$ cat src/rtl/boreal_mem_pkg.sv
// Shared constants and request type for the Boreal SRAM arbiter slice.
package boreal_mem_pkg;

    localparam int unsigned NUM_PORTS = 2;
    localparam int unsigned TAG_W     = 1;
    localparam int unsigned ADDR_W    = 32;
    localparam int unsigned DATA_W    = 32;
    localparam int unsigned STRB_W    = 4;

    typedef struct packed {
        logic              we;
        logic [ADDR_W-1:0] addr;
        logic [DATA_W-1:0] wdata;
        logic [STRB_W-1:0] wstrb;
    } mem_req_t;

endpackage

$ cat src/rtl/boreal_rr_arb2.sv
// Stateless two-way round-robin selector; last=1 means port 1 won most recently.
module boreal_rr_arb2
    import boreal_mem_pkg::*;
(
    input  logic [NUM_PORTS-1:0] req,
    input  logic                 last,
    output logic [NUM_PORTS-1:0] gnt
);

    always_comb begin
        gnt    = '0;
        gnt[0] = req[0] & (~req[1] | last);
        gnt[1] = req[1] & (~req[0] | ~last);
    end

endmodule

$ cat src/rtl/boreal_sram_arb.sv
// Two-port round-robin arbiter in front of a single-cycle SRAM tile.
// Optional address range check enabled by defining BOREAL_ARB_RANGE_CHK_EN.
module boreal_sram_arb
    import boreal_mem_pkg::*;
#(
    parameter int unsigned WORDS = 1024,
    parameter int unsigned CNT_W = 16
) (
    input  logic              clk,
    input  logic              rst_n,
    input  logic              p0_req_valid,
    output logic              p0_req_ready,
    input  logic              p0_req_we,
    input  logic [ADDR_W-1:0] p0_req_addr,
    input  logic [DATA_W-1:0] p0_req_wdata,
    input  logic [STRB_W-1:0] p0_req_wstrb,
    output logic              p0_resp_valid,
    output logic [DATA_W-1:0] p0_resp_rdata,
    output logic              p0_resp_err,
    input  logic              p1_req_valid,
    output logic              p1_req_ready,
    input  logic              p1_req_we,
    input  logic [ADDR_W-1:0] p1_req_addr,
    input  logic [DATA_W-1:0] p1_req_wdata,
    input  logic [STRB_W-1:0] p1_req_wstrb,
    output logic              p1_resp_valid,
    output logic [DATA_W-1:0] p1_resp_rdata,
    output logic              p1_resp_err,
    output logic              m_req_valid,
    output logic              m_req_we,
    output logic [ADDR_W-1:0] m_req_addr,
    output logic [DATA_W-1:0] m_req_wdata,
    output logic [STRB_W-1:0] m_req_wstrb,
    input  logic              m_resp_valid,
    input  logic [DATA_W-1:0] m_resp_rdata,
    input  logic              m_resp_err,
    output logic [CNT_W-1:0]  conflict_cnt
);

    logic             last_q;
    logic [TAG_W-1:0] tag_q;
    logic             tag_valid_q;
    logic             err_q;
    logic [CNT_W-1:0] cnt_q;

    logic [NUM_PORTS-1:0] req;
    logic [NUM_PORTS-1:0] gnt;
    logic                 accept;
    logic                 owner;
    logic                 oor;
    mem_req_t             sel;
    logic                 resp_any;
    logic [DATA_W-1:0]    resp_rdata;
    logic                 resp_err;

    // Gating with rst_n keeps grants low while reset is held.
    assign req = {p1_req_valid, p0_req_valid} & {NUM_PORTS{rst_n}};

    boreal_rr_arb2 u_arb (
        .req  (req),
        .last (last_q),
        .gnt  (gnt)
    );

    assign p0_req_ready = gnt[0];
    assign p1_req_ready = gnt[1];
    assign accept       = |gnt;
    assign owner        = gnt[1];

    always_comb begin
        if (gnt[1]) begin
            sel = '{we: p1_req_we, addr: p1_req_addr, wdata: p1_req_wdata, wstrb: p1_req_wstrb};
        end else begin
            sel = '{we: p0_req_we, addr: p0_req_addr, wdata: p0_req_wdata, wstrb: p0_req_wstrb};
        end
    end

`ifdef BOREAL_ARB_RANGE_CHK_EN
    assign oor = ({2'b00, sel.addr[ADDR_W-1:2]} >= ADDR_W'(WORDS));
`else
    assign oor = 1'b0;
`endif

    assign m_req_valid = accept & ~oor;
    assign m_req_we    = sel.we;
    assign m_req_addr  = sel.addr;
    assign m_req_wdata = sel.wdata;
    assign m_req_wstrb = sel.wstrb;

    always_ff @(posedge clk or negedge rst_n) begin
        if (!rst_n) begin
            last_q      <= 1'b1;
            tag_q       <= '0;
            tag_valid_q <= 1'b0;
            err_q       <= 1'b0;
            cnt_q       <= '0;
        end else begin
            if (accept) begin
                last_q <= owner;
                tag_q  <= TAG_W'(owner);
            end
            tag_valid_q <= accept & ~oor;
            err_q       <= accept & oor;
            if (p0_req_valid && p1_req_valid && !(&cnt_q)) begin
                cnt_q <= cnt_q + CNT_W'(1);
            end
        end
    end

    assign conflict_cnt = cnt_q;

    // A local range error replaces the tile response for that cycle.
    always_comb begin
        resp_any   = (tag_valid_q & m_resp_valid) | err_q;
        resp_rdata = err_q ? '0 : m_resp_rdata;
        resp_err   = err_q | m_resp_err;

        p0_resp_valid = resp_any & (tag_q == TAG_W'(0));
        p1_resp_valid = resp_any & (tag_q == TAG_W'(1));
        p0_resp_rdata = p0_resp_valid ? resp_rdata : '0;
        p1_resp_rdata = p1_resp_valid ? resp_rdata : '0;
        p0_resp_err   = p0_resp_valid & resp_err;
        p1_resp_err   = p1_resp_valid & resp_err;
    end

endmodule

$ cat config.mk
export PLATFORM = sky130hd
export DESIGN_NAME = boreal_sram_arb
export DESIGN_NICKNAME = d
export VERILOG_FILES = /design/src/rtl/boreal_mem_pkg.sv /design/src/rtl/boreal_rr_arb2.sv /design/src/rtl/boreal_sram_arb.sv
export SDC_FILE = /design/constraint.sdc
export NUM_CORES = 1
export LEC_CHECK = 0
export BUFFER_PORTS_ARGS = -buffer_cell sky130_fd_sc_hd__buf_2
export CORE_AREA = 10 10 122 124
export DETAILED_ROUTE_END_ITERATION = 12
export DIE_AREA = 0 0 132 134
export SLEW_MARGIN = 25
export SYNTH_ARGS = -nofsm -noshare
export SYNTH_HDL_FRONTEND = slang
export SYNTH_SLANG_ARGS = --single-unit
$ cat constraint.sdc
create_clock -name clk -period 2.7 [get_ports clk]
set_clock_uncertainty 0.1 [all_clocks]
set_input_delay 0.54 -clock clk [delete_from_list [all_inputs] [get_ports clk]]
set_output_delay 0.54 -clock clk [all_outputs]
set_load 0.05 [all_outputs]
==> out/results.ini, run 1 <==
[floorplan]
core_mm2=0.0125
row_count=41
dieArea_mm2=0.0177
die_width_um=132
start_util_pct=17.8
die_y_um=134
pin_count=332

[cells_and_area]
finalNonFillerCells=747
syn_to_final_growth_pct=89.9
post-route-cell-area_mm2=0.00422
final_nets=745
final_layout_size_suffix_gt1_share_pct=74.3

[setup_path]
worstPathRequired_ns=2.06
worstSetupStartpointType=flop
critPathCaptureType=output port
critical_path_class=reg -> out
timing.rr.start=conflict_cnt[0]$_DFFE_PN0P_
critPathMaxFanout=26
crit_start=last_q$_DFFE_PN1P_
crit_arrival_ns=1.83

[clock_tree]
cts_tree=built
cts_root_buf=clkbuf_16
hold_buffers=0
post-cts-setup-buffers=0
insertion_delay_ns=0.25
htreeDepth=1
clock-sinks=19
cts_resized=0
clock_path_buffers=2
cts-buffers-inserted=3
path_clk_slew_ns=0.05

[global_routing]
grt_max_degree=35
grt_use_total_pct=15.3
grt_pass1_vias=3328
antenna_found_initial=10
gr-total-overflow=0
grt_pass1_wl_mm=21.1

[place]
place_area_mm2=0.00412
gp_congestion=0.939
dp.cells=735
io_buffers=331
place_hpwl_mm=13.8

[routing]
met2_length_mm=7.15
m1WireLength_mm=5.63
vias=3088
drc=0
wirelength_mm=15.0
routed-wl-met3_mm=2.17
wire_per_inst_um=20.1
drtAntennaViolNets=0
drt-vias-per-instance=4.13
top_layer_used=met5
drt-initial-drc-count=154
firstDrtPassIters=4

[sta]
hold_violations=0
finalCriticalPeriod_ns=2.47
worstMarginPinSlew_ns=0.405
finalSetupViolCount=0
slew_headroom_pct=72.8
finalSetupTns_ns=0
rsz0062_at_grt=no
timing.fmax_ghz=0.405
timing.final.max_slew_violations=0
fin_crit_sh_pct=91.5

[power]
power_density_mw_per_mm2=451
vdd_drop_max_mv=0.295
p_leak_uw=0.00247
p_total_uw=1900

[yosys]
yosysSeqAreaShare_pct=21.5
synth_top_area_share_pct=36.0
synth_ff_type=dfrtp_1
synthTopCellsByArea=mux2_2 36%, dfrtp_1 20%, and2_1 19%, xor2_1 3.2%, nand2_1 1.7%
synth-seq-cells=19
yosys.area.top_type=mux2_2
synth-edff-count=0
syn_inst=240
synthesis.nets=417
yosysWarnings=0
synth_cell_types=32
async_flop_share_pct=100
syn_area_mm2=0.00222
netlist_top_cells_count=71 x mux2_2, 66 x and2_1, 18 x dfrtp_1
synth.avg_cell_area_um2=9.25
synth_most_common_cell=mux2_2

[worst_hold_path]
hold_path_class=in -> async

[flow_run]
cap_viol_max_count=0

[status]
outcome=completed

## path summary, 6_finish.rpt
kind | end | slack, ns | depth (start not counted)
min | conflict_cnt[1]$_DFFE_PN0P_ | 0.23 | 2
max | m_req_wdata[26] | 0.23 | 5
max reg2reg | conflict_cnt[1]$_DFFE_PN0P_ | 0.86 | 5
min in group clk | last_q$_DFFE_PN1P_ | 0.41 | 2
min reg2reg | last_q$_DFFE_PN1P_ | 0.41 | 2
max in group asynchronous | last_q$_DFFE_PN1P_ | 1.99 | 2
## area by class of cell
type / count / area (um2)
sequential: 19 / 477
multi-input combinational: 201 / 1670
timing repair buffer: 338 / 1730
inverter: 5 / 18.8
fill: 1340 / 8250
antenna: 8 / 20.0
clock buffer: 4 / 78.8
tap: 172 / 215
## cells in the final DEF (no fill, tap or decap), types with 2 or more instances in the layout
| cell | instances |
|---|---|
| nand2_1 | 10 |
| xnor2_1 | 2 |
| buf_12 | 2 |
| and3_1 | 5 |
| o211ai_1 | 2 |
| nand3_1 | 5 |
| xor2_1 | 8 |
| nand4_1 | 5 |
| buf_4 | 5 |
| o21a_1 | 2 |
| buf_2 | 331 |
| nor4_1 | 2 |
| diode_2 | 8 |
| nor3_1 | 3 |
| dfrtp_1 | 18 |
| mux2_2 | 71 |
| nor2_1 | 3 |
| and2_1 | 66 |
| o21ai_0 | 3 |
| inv_1 | 5 |
| clkbuf_16 | 3 |
## worst max-delay path, cell delays in order (launching register included)
cell	delay (ns)
dfstp_2	0.53
nand2_1	0.08
nand3_4	0.13
buf_12	0.19
mux2_2	0.40
buf_2	0.23
## flip-flops by register name, summed over array words and instances, names as in the netlist
name and count:
last_q 1, conflict_cnt 16, tag_q 1, tag_valid_q 1
## power breakdown
| part | leakage [uW] | internal, uW | switching [uW] |
|---|---|---|---|
| Clock | 0.0000382 | 200 | 98.5 |
| Sequential | 0.000249 | 335 | 76.3 |
| Combinational | 0.00218 | 356 | 835 |
## metrics by stage
step | util (%) | setup WS (ns) | hold WS [ns]
2_1_floorplan | - | 0.118 | 0.144
3_3_place_gp | 33.0 | 0.348 | 0.399
3_5_place_dp | 33.0 | 0.320 | 0.404
4_1_cts | 33.7 | 0.233 | 0.253
5_1_grt | 33.7 | 0.157 | 0.265
6_report | 33.8 | 0.230 | 0.232
## per-layer routing
| layer | up-vias | track usage [%] |
|---|---|---|
| li1 | 1505 | - |
| met1 | 1373 | 16.5 |
| met2 | 202 | 25.2 |
| met3 | 6 | 9.97 |
| met4 | 2 | 2.16 |
| met5 | - | 0 |
## cell families after synthesis
| group | after synthesis | share of synthesized area, % |
|---|---|---|
| simple gates | 108 | 30.3 |
| buf+inv | 20 | 3.77 |
| fa+ha+maj | 1 | 0.563 |
| xor+xnor | 10 | 3.94 |
| flops | 19 | 21.5 |
| mux | 72 | 36.7 |
| compound gates | 10 | 3.32 |
Note: power is estimated with default switching activity, not from simulation.
==> run 2: changes to the inputs <==
==> constraint.sdc (replaced) <==
create_clock -name clk -period 3.14 [get_ports clk]
set_clock_uncertainty 0.1 [all_clocks]
set_input_delay 0.628 -clock clk [delete_from_list [all_inputs] [get_ports clk]]
set_output_delay 0.628 -clock clk [all_outputs]
set_load 0.05 [all_outputs]
==> run 2 against run 1 <==
  * Global-route usage is 0.81 points higher
  * Via count grew 0.87%
  * Core utilization decreased by 0.14 points
  * First-iteration DRC count decreased by 19%
==> out/results.ini, run 2 (same netlist as run 1, synthesis figures left out) <==
[status]
outcome=completed  ; unchanged

[sta]
slew_headroom_pct=72.4  ; was 72.8%
finalCriticalPeriod_ns=2.68
fin_crit_sh_pct=85.3
finalWorstSetupSlack_ns=0.461  ; was 0.230 ns
timing.final.max_slew_violations=0  ; unchanged
timing.fmax_ghz=0.373
rsz0062_at_grt=no  ; unchanged
hold_ws_ns=0.309  ; was 0.232 ns
worstMarginPinSlew_ns=0.411  ; was 0.405 ns
hold_violations=0  ; unchanged
finalSetupViolCount=0  ; unchanged
finalSetupTns_ns=0  ; unchanged

[clock_tree]
htreeDepth=1  ; unchanged
path_clk_slew_ns=0.05  ; about the same
cts-buffers-inserted=3  ; unchanged
hold_buffers=0  ; unchanged
cts_root_buf=clkbuf_16  ; unchanged
clock_path_buffers=2  ; unchanged
post-cts-setup-buffers=0  ; unchanged
cts_resized=0  ; unchanged
cts_tree=built  ; unchanged
clock-sinks=19  ; unchanged
insertion_delay_ns=0.25  ; about the same

[routing]
drtAntennaViolNets=0  ; unchanged
wirelength_mm=15.6  ; was 15.0 mm
wire_per_inst_um=21.0  ; was 20.1 um
drc=0  ; unchanged
drt-vias-per-instance=4.19  ; was 4.13
vias=3115  ; was 3,088
firstDrtPassIters=4  ; unchanged
drt-initial-drc-count=125  ; was 154

[cells_and_area]
final_nets=743  ; was 745
final_common_cell=buf_2  ; unchanged
final_layout_size_suffix_gt1_share_pct=74.2  ; was 74.3%
syn_to_final_growth_pct=89.1  ; was 89.9%
largest_reg_flops=16  ; unchanged
layout_common_cells=331 x buf_2, 71 x mux2_2, 66 x and2_1, 18 x dfrtp_1, 10 x nand2_1  ; unchanged
final_util_pct=33.7  ; was 33.8%

[setup_path]
timing.rr.start=conflict_cnt[1]$_DFFE_PN0P_  ; was conflict_cnt[0]$_DFFE_PN0P_
critical_path_class=reg -> out  ; unchanged
worstPathRequired_ns=2.41  ; was 2.06 ns
critPathCaptureType=output port  ; unchanged
critPathMaxFanout=31  ; was 26
crit_start=last_q$_DFFE_PN1P_  ; unchanged
crit_arrival_ns=1.95  ; was 1.83 ns
worstSetupStartpointType=flop  ; unchanged
regToRegSetupSlack_ns=1.30  ; was 0.86 ns
crit_end=m_req_wdata[19]  ; was m_req_wdata[26]
r2r_cells=5  ; unchanged
r2r_end=conflict_cnt[1]$_DFFE_PN0P_  ; unchanged

[global_routing]
grt_max_degree=35  ; unchanged
gr-total-overflow=0  ; unchanged
grt_pass1_wl_mm=21.9  ; was 21.1 mm
grt_pass1_vias=3246  ; was 3,328
antenna_found_initial=13  ; was 10
grt_use_total_pct=16.1  ; was 15.3%

[flow_run]
cap_viol_max_count=0  ; unchanged

[floorplan]
die_y_um=134  ; unchanged
core_mm2=0.0125  ; unchanged
pin_count=332  ; unchanged
start_util_pct=17.8  ; unchanged
die_width_um=132  ; unchanged
row_count=41  ; unchanged
dieArea_mm2=0.0177  ; unchanged

[place]
dp_slack_ns=0.458  ; was 0.320 ns
place_hpwl_mm=14.2  ; was 13.8 mm
gp_congestion=0.979  ; was 0.939
io_buffers=331  ; unchanged

[power]
p_leak_uw=0.00246  ; was 0.00247 uW
vdd_drop_max_mv=0.249  ; was 0.295 mV
power_density_mw_per_mm2=390  ; was 451 mW/mm2
p_total_uw=1640  ; was 1900 uW

[worst_hold_path]
hold_path_class=in -> async  ; unchanged

-- run 2: cell types whose count changed in the layout (fill, tap and decap cells not counted), sizes merged --
| cell | change |
|---|---|
| diode | -1 |
| buf | -2 |
-- run 2: stage by stage --
stage          instances  area (um2)
2_1_floorplan        240        2220
3_3_place_gp         733        4100
3_5_place_dp         733        4100
4_1_cts              737        4180
5_1_grt              741        4190
6_report             744        4200
-- run 2: report_power, final --
| part | switching, uW | leakage, uW | internal, uW |
|---|---|---|---|
| registers | 67.7 | 0.000249 | 288 |
| logic | 717 | 0.00217 | 304 |
| clock network | 89.1 | 0.0000382 | 173 |
-- run 2: worst min-delay path by stage --
stage | cells after the start | endpoint | slack [ns] | startpoint
after global placement | 1 | conflict_cnt[13]$_DFFE_PN0P_ | 0.40 | conflict_cnt[13]$_DFFE_PN0P_
after floorplan | 0 | conflict_cnt[0]$_DFFE_PN0P_ | 0.23 | rst_n
after CTS | 2 | conflict_cnt[4]$_DFFE_PN0P_ | 0.33 | rst_n
after detailed placement | 1 | conflict_cnt[13]$_DFFE_PN0P_ | 0.40 | conflict_cnt[13]$_DFFE_PN0P_
after global routing | 2 | conflict_cnt[4]$_DFFE_PN0P_ | 0.34 | rst_n
final | 2 | conflict_cnt[4]$_DFFE_PN0P_ | 0.31 | rst_n
-- run 2: routing by layer --
layer | global-route usage (%) | up-vias | wire length [um]
li1 | - | 1493 | -
met1 | 18.9 | 1378 | 6380
met5 | 0 | - | 21
met3 | 8.36 | 16 | 1890
met4 | 3.52 | 4 | 246
met2 | 25.6 | 224 | 7080
-- run 2: critical path: stages (launching register included) --
cell and delay (ns):
dfstp_2 0.53, nand2_1 0.08, nand3_4 0.26, buf_12 0.24, mux2_2 0.37, buf_2 0.21
-- run 2: cell type report --
class / count / area, um2
diodes: 7 / 17.5
multi-input cells: 201 / 1670
fillers: 1381 / 8270
flip-flops and latches: 19 / 477
repair buffers: 336 / 1720
well taps: 172 / 215
inverters: 5 / 18.8
clock buffers: 4 / 78.8
==> run 3: changes to the inputs <==
==> constraint.sdc (replaced) <==
create_clock -name clk -period 3.1 [get_ports clk]
set_clock_uncertainty 0.1 [all_clocks]
set_input_delay 0.62 -clock clk [delete_from_list [all_inputs] [get_ports clk]]
set_output_delay 0.62 -clock clk [all_outputs]
set_load 0.05 [all_outputs]
==> run 3 against run 2 <==
  * Critical path depth stayed put
  * Sequential share of layout area about the same
  * Worst setup slack worse by 0.066 ns
  * Power grew 0.85%
  * Die area stayed put
  * Register-to-register slack got worse by 0.02 ns
  * Largest cell class unchanged
  * Highest routed layer unchanged
==> out/results.ini, run 3 (same netlist as run 1, synthesis figures left out) <==
[floorplan]
pin_count=332  ; unchanged
die_y_um=134  ; unchanged
dieArea_mm2=0.0177  ; unchanged
core_mm2=0.0125  ; unchanged
row_count=41  ; unchanged
start_util_pct=17.8  ; unchanged
die_width_um=132  ; unchanged

[sta]
finalSetupViolCount=0  ; unchanged
timing.final.max_slew_violations=0  ; unchanged
slew_headroom_pct=73.2  ; was 72.4%
worstMarginPinSlew_ns=0.399  ; was 0.411 ns
fin_crit_sh_pct=87.3
timing.fmax_ghz=0.370
finalSetupTns_ns=0  ; unchanged
rsz0062_at_grt=no  ; unchanged
hold_violations=0  ; unchanged
finalCriticalPeriod_ns=2.70
hold_ws_ns=0.320  ; was 0.309 ns

[setup_path]
critical_path_class=reg -> out  ; unchanged
max_stage_delay_ns=0.53  ; about the same
critPathMaxFanout=26  ; was 31
slowest_stage=dfstp_2  ; unchanged
worstPathRequired_ns=2.38  ; was 2.41 ns
worstSetupStartpointType=flop  ; unchanged
critPathCaptureType=output port  ; unchanged
crit_arrival_ns=1.98  ; was 1.95 ns
cp_cell_sequence=nand2_1 > nand3_4 > buf_12 > mux2_2 > buf_2  ; unchanged
critPathTopFamily=flip-flops  ; unchanged
cp_num_buf_inv=2  ; unchanged

[routing]
drc=0  ; unchanged
drtAntennaViolNets=0  ; unchanged
drt-initial-drc-count=140  ; was 125
wire_per_inst_um=20.8  ; was 21.0 um
drt-vias-per-instance=4.21  ; was 4.19
firstDrtPassIters=4  ; unchanged
wirelength_mm=15.4  ; was 15.6 mm
vias=3123  ; was 3,115

[cells_and_area]
largest_reg_flops=16  ; unchanged
fill_cells=1338  ; was 1,381
multiInputGateArea_mm2=0.00167  ; unchanged
regArea_um2=477  ; unchanged
final_common_cell=buf_2  ; unchanged
final_layout_size_suffix_gt1_share_pct=74.2  ; unchanged
layout_common_cells=331 x buf_2, 71 x mux2_2, 66 x and2_1, 18 x dfrtp_1, 10 x nand2_1  ; unchanged
finalNonFillerCells=741  ; was 744
final_nets=743  ; unchanged
syn_to_final_growth_pct=88.7  ; was 89.1%

[power]
p_leak_uw=0.00246  ; about the same
vdd_drop_max_mv=0.267  ; was 0.249 mV
power_density_mw_per_mm2=394  ; was 390 mW/mm2
p_total_uw=1650  ; was 1640 uW

[clock_tree]
cts_root_buf=clkbuf_16  ; unchanged
cts-buffers-inserted=3  ; unchanged
htreeDepth=1  ; unchanged
insertion_delay_ns=0.25  ; about the same
hold_buffers=0  ; unchanged
path_clk_slew_ns=0.05  ; about the same
post-cts-setup-buffers=0  ; unchanged
clock_path_buffers=2  ; unchanged
clock-sinks=19  ; unchanged
cts_tree=built  ; unchanged
cts_resized=0  ; unchanged

[global_routing]
met2_usage_pct=25.8  ; was 25.6%
grt_pass1_vias=3296  ; was 3,246
antenna_found_initial=8  ; was 13
gr-total-overflow=0  ; unchanged
grt_use_total_pct=15.8  ; was 16.1%
gr-max-usage-layer=met2  ; unchanged
grt_pass1_wl_mm=21.7  ; was 21.9 mm
gr-usage-met3_pct=8.03  ; was 8.36%
grtUsageMet1_pct=18.5  ; was 18.9%
grt_max_degree=35  ; unchanged

[worst_hold_path]
hold_path_class=in -> async  ; unchanged

[place]
io_buffers=331  ; unchanged
place_hpwl_mm=14.0  ; was 14.2 mm
gp_congestion=0.950  ; was 0.979
dp.cells=733  ; unchanged

[flow_run]
cap_viol_max_count=0  ; unchanged

[status]
outcome=completed  ; unchanged

## run 3: cell count changes in the layout (fill, tap and decap cells not counted), sizes merged
cell	change
diode	-3
## run 3: worst reg2reg max path, delay by kind of cell, from the launching register on
| kind | cells | cell delay [ns] |
|---|---|---|
| fa+ha+maj | 1 | 0.23 |
| flops | 1 | 0.42 |
| mux | 1 | 0.30 |
| simple gates | 3 | 0.65 |
## run 3: final cells by class
type / count / area share [%]
Multi-Input combinational cell: 201 / 39.9
Sequential cell: 19 / 11.4
Clock buffer: 4 / 1.88
Inverter: 5 / 0.448
Antenna cell: 4 / 0.239
Tap cell: 172 / 5.13
Timing Repair Buffer: 336 / 41.0
## run 3: final timing paths
kind	startpoint	to	slack, ns	depth (start not counted)
min in group clk	last_q$_DFFE_PN1P_	last_q$_DFFE_PN1P_	0.41	2
min reg2reg	last_q$_DFFE_PN1P_	last_q$_DFFE_PN1P_	0.41	2
max reg2reg	conflict_cnt[0]$_DFFE_PN0P_	conflict_cnt[1]$_DFFE_PN0P_	1.28	5
max	last_q$_DFFE_PN1P_	m_req_wdata[23]	0.40	5
max in group asynchronous	rst_n	last_q$_DFFE_PN1P_	2.31	2
min	rst_n	conflict_cnt[1]$_DFFE_PN0P_	0.32	2
## run 3: metrics by stage
step           util, %  setup slack, ns  cell area (um2)
2_1_floorplan        -            0.358             2220
3_3_place_gp      32.9            0.416             4100
3_5_place_dp      32.9            0.393             4100
4_1_cts           33.5            0.390             4180
5_1_grt           33.6            0.312             4180
6_report          33.6            0.395             4190
## run 3: where the power goes
| part | total, uW | internal [uW] | switching [uW] |
|---|---|---|---|
| combinational | 1030 | 308 | 725 |
| clock | 264 | 175 | 88.9 |
| sequential | 357 | 292 | 64.6 |
| total | 1650 | 775 | 878 |
## run 3: layer usage
metal	vias to the layer above	wire [um]	share of wire, %
met3	10	2230	15
met1	1388	5840	38
li1	1490	-	-
met4	2	147	0.95
met2	233	7160	47
met5	-	13	0.084
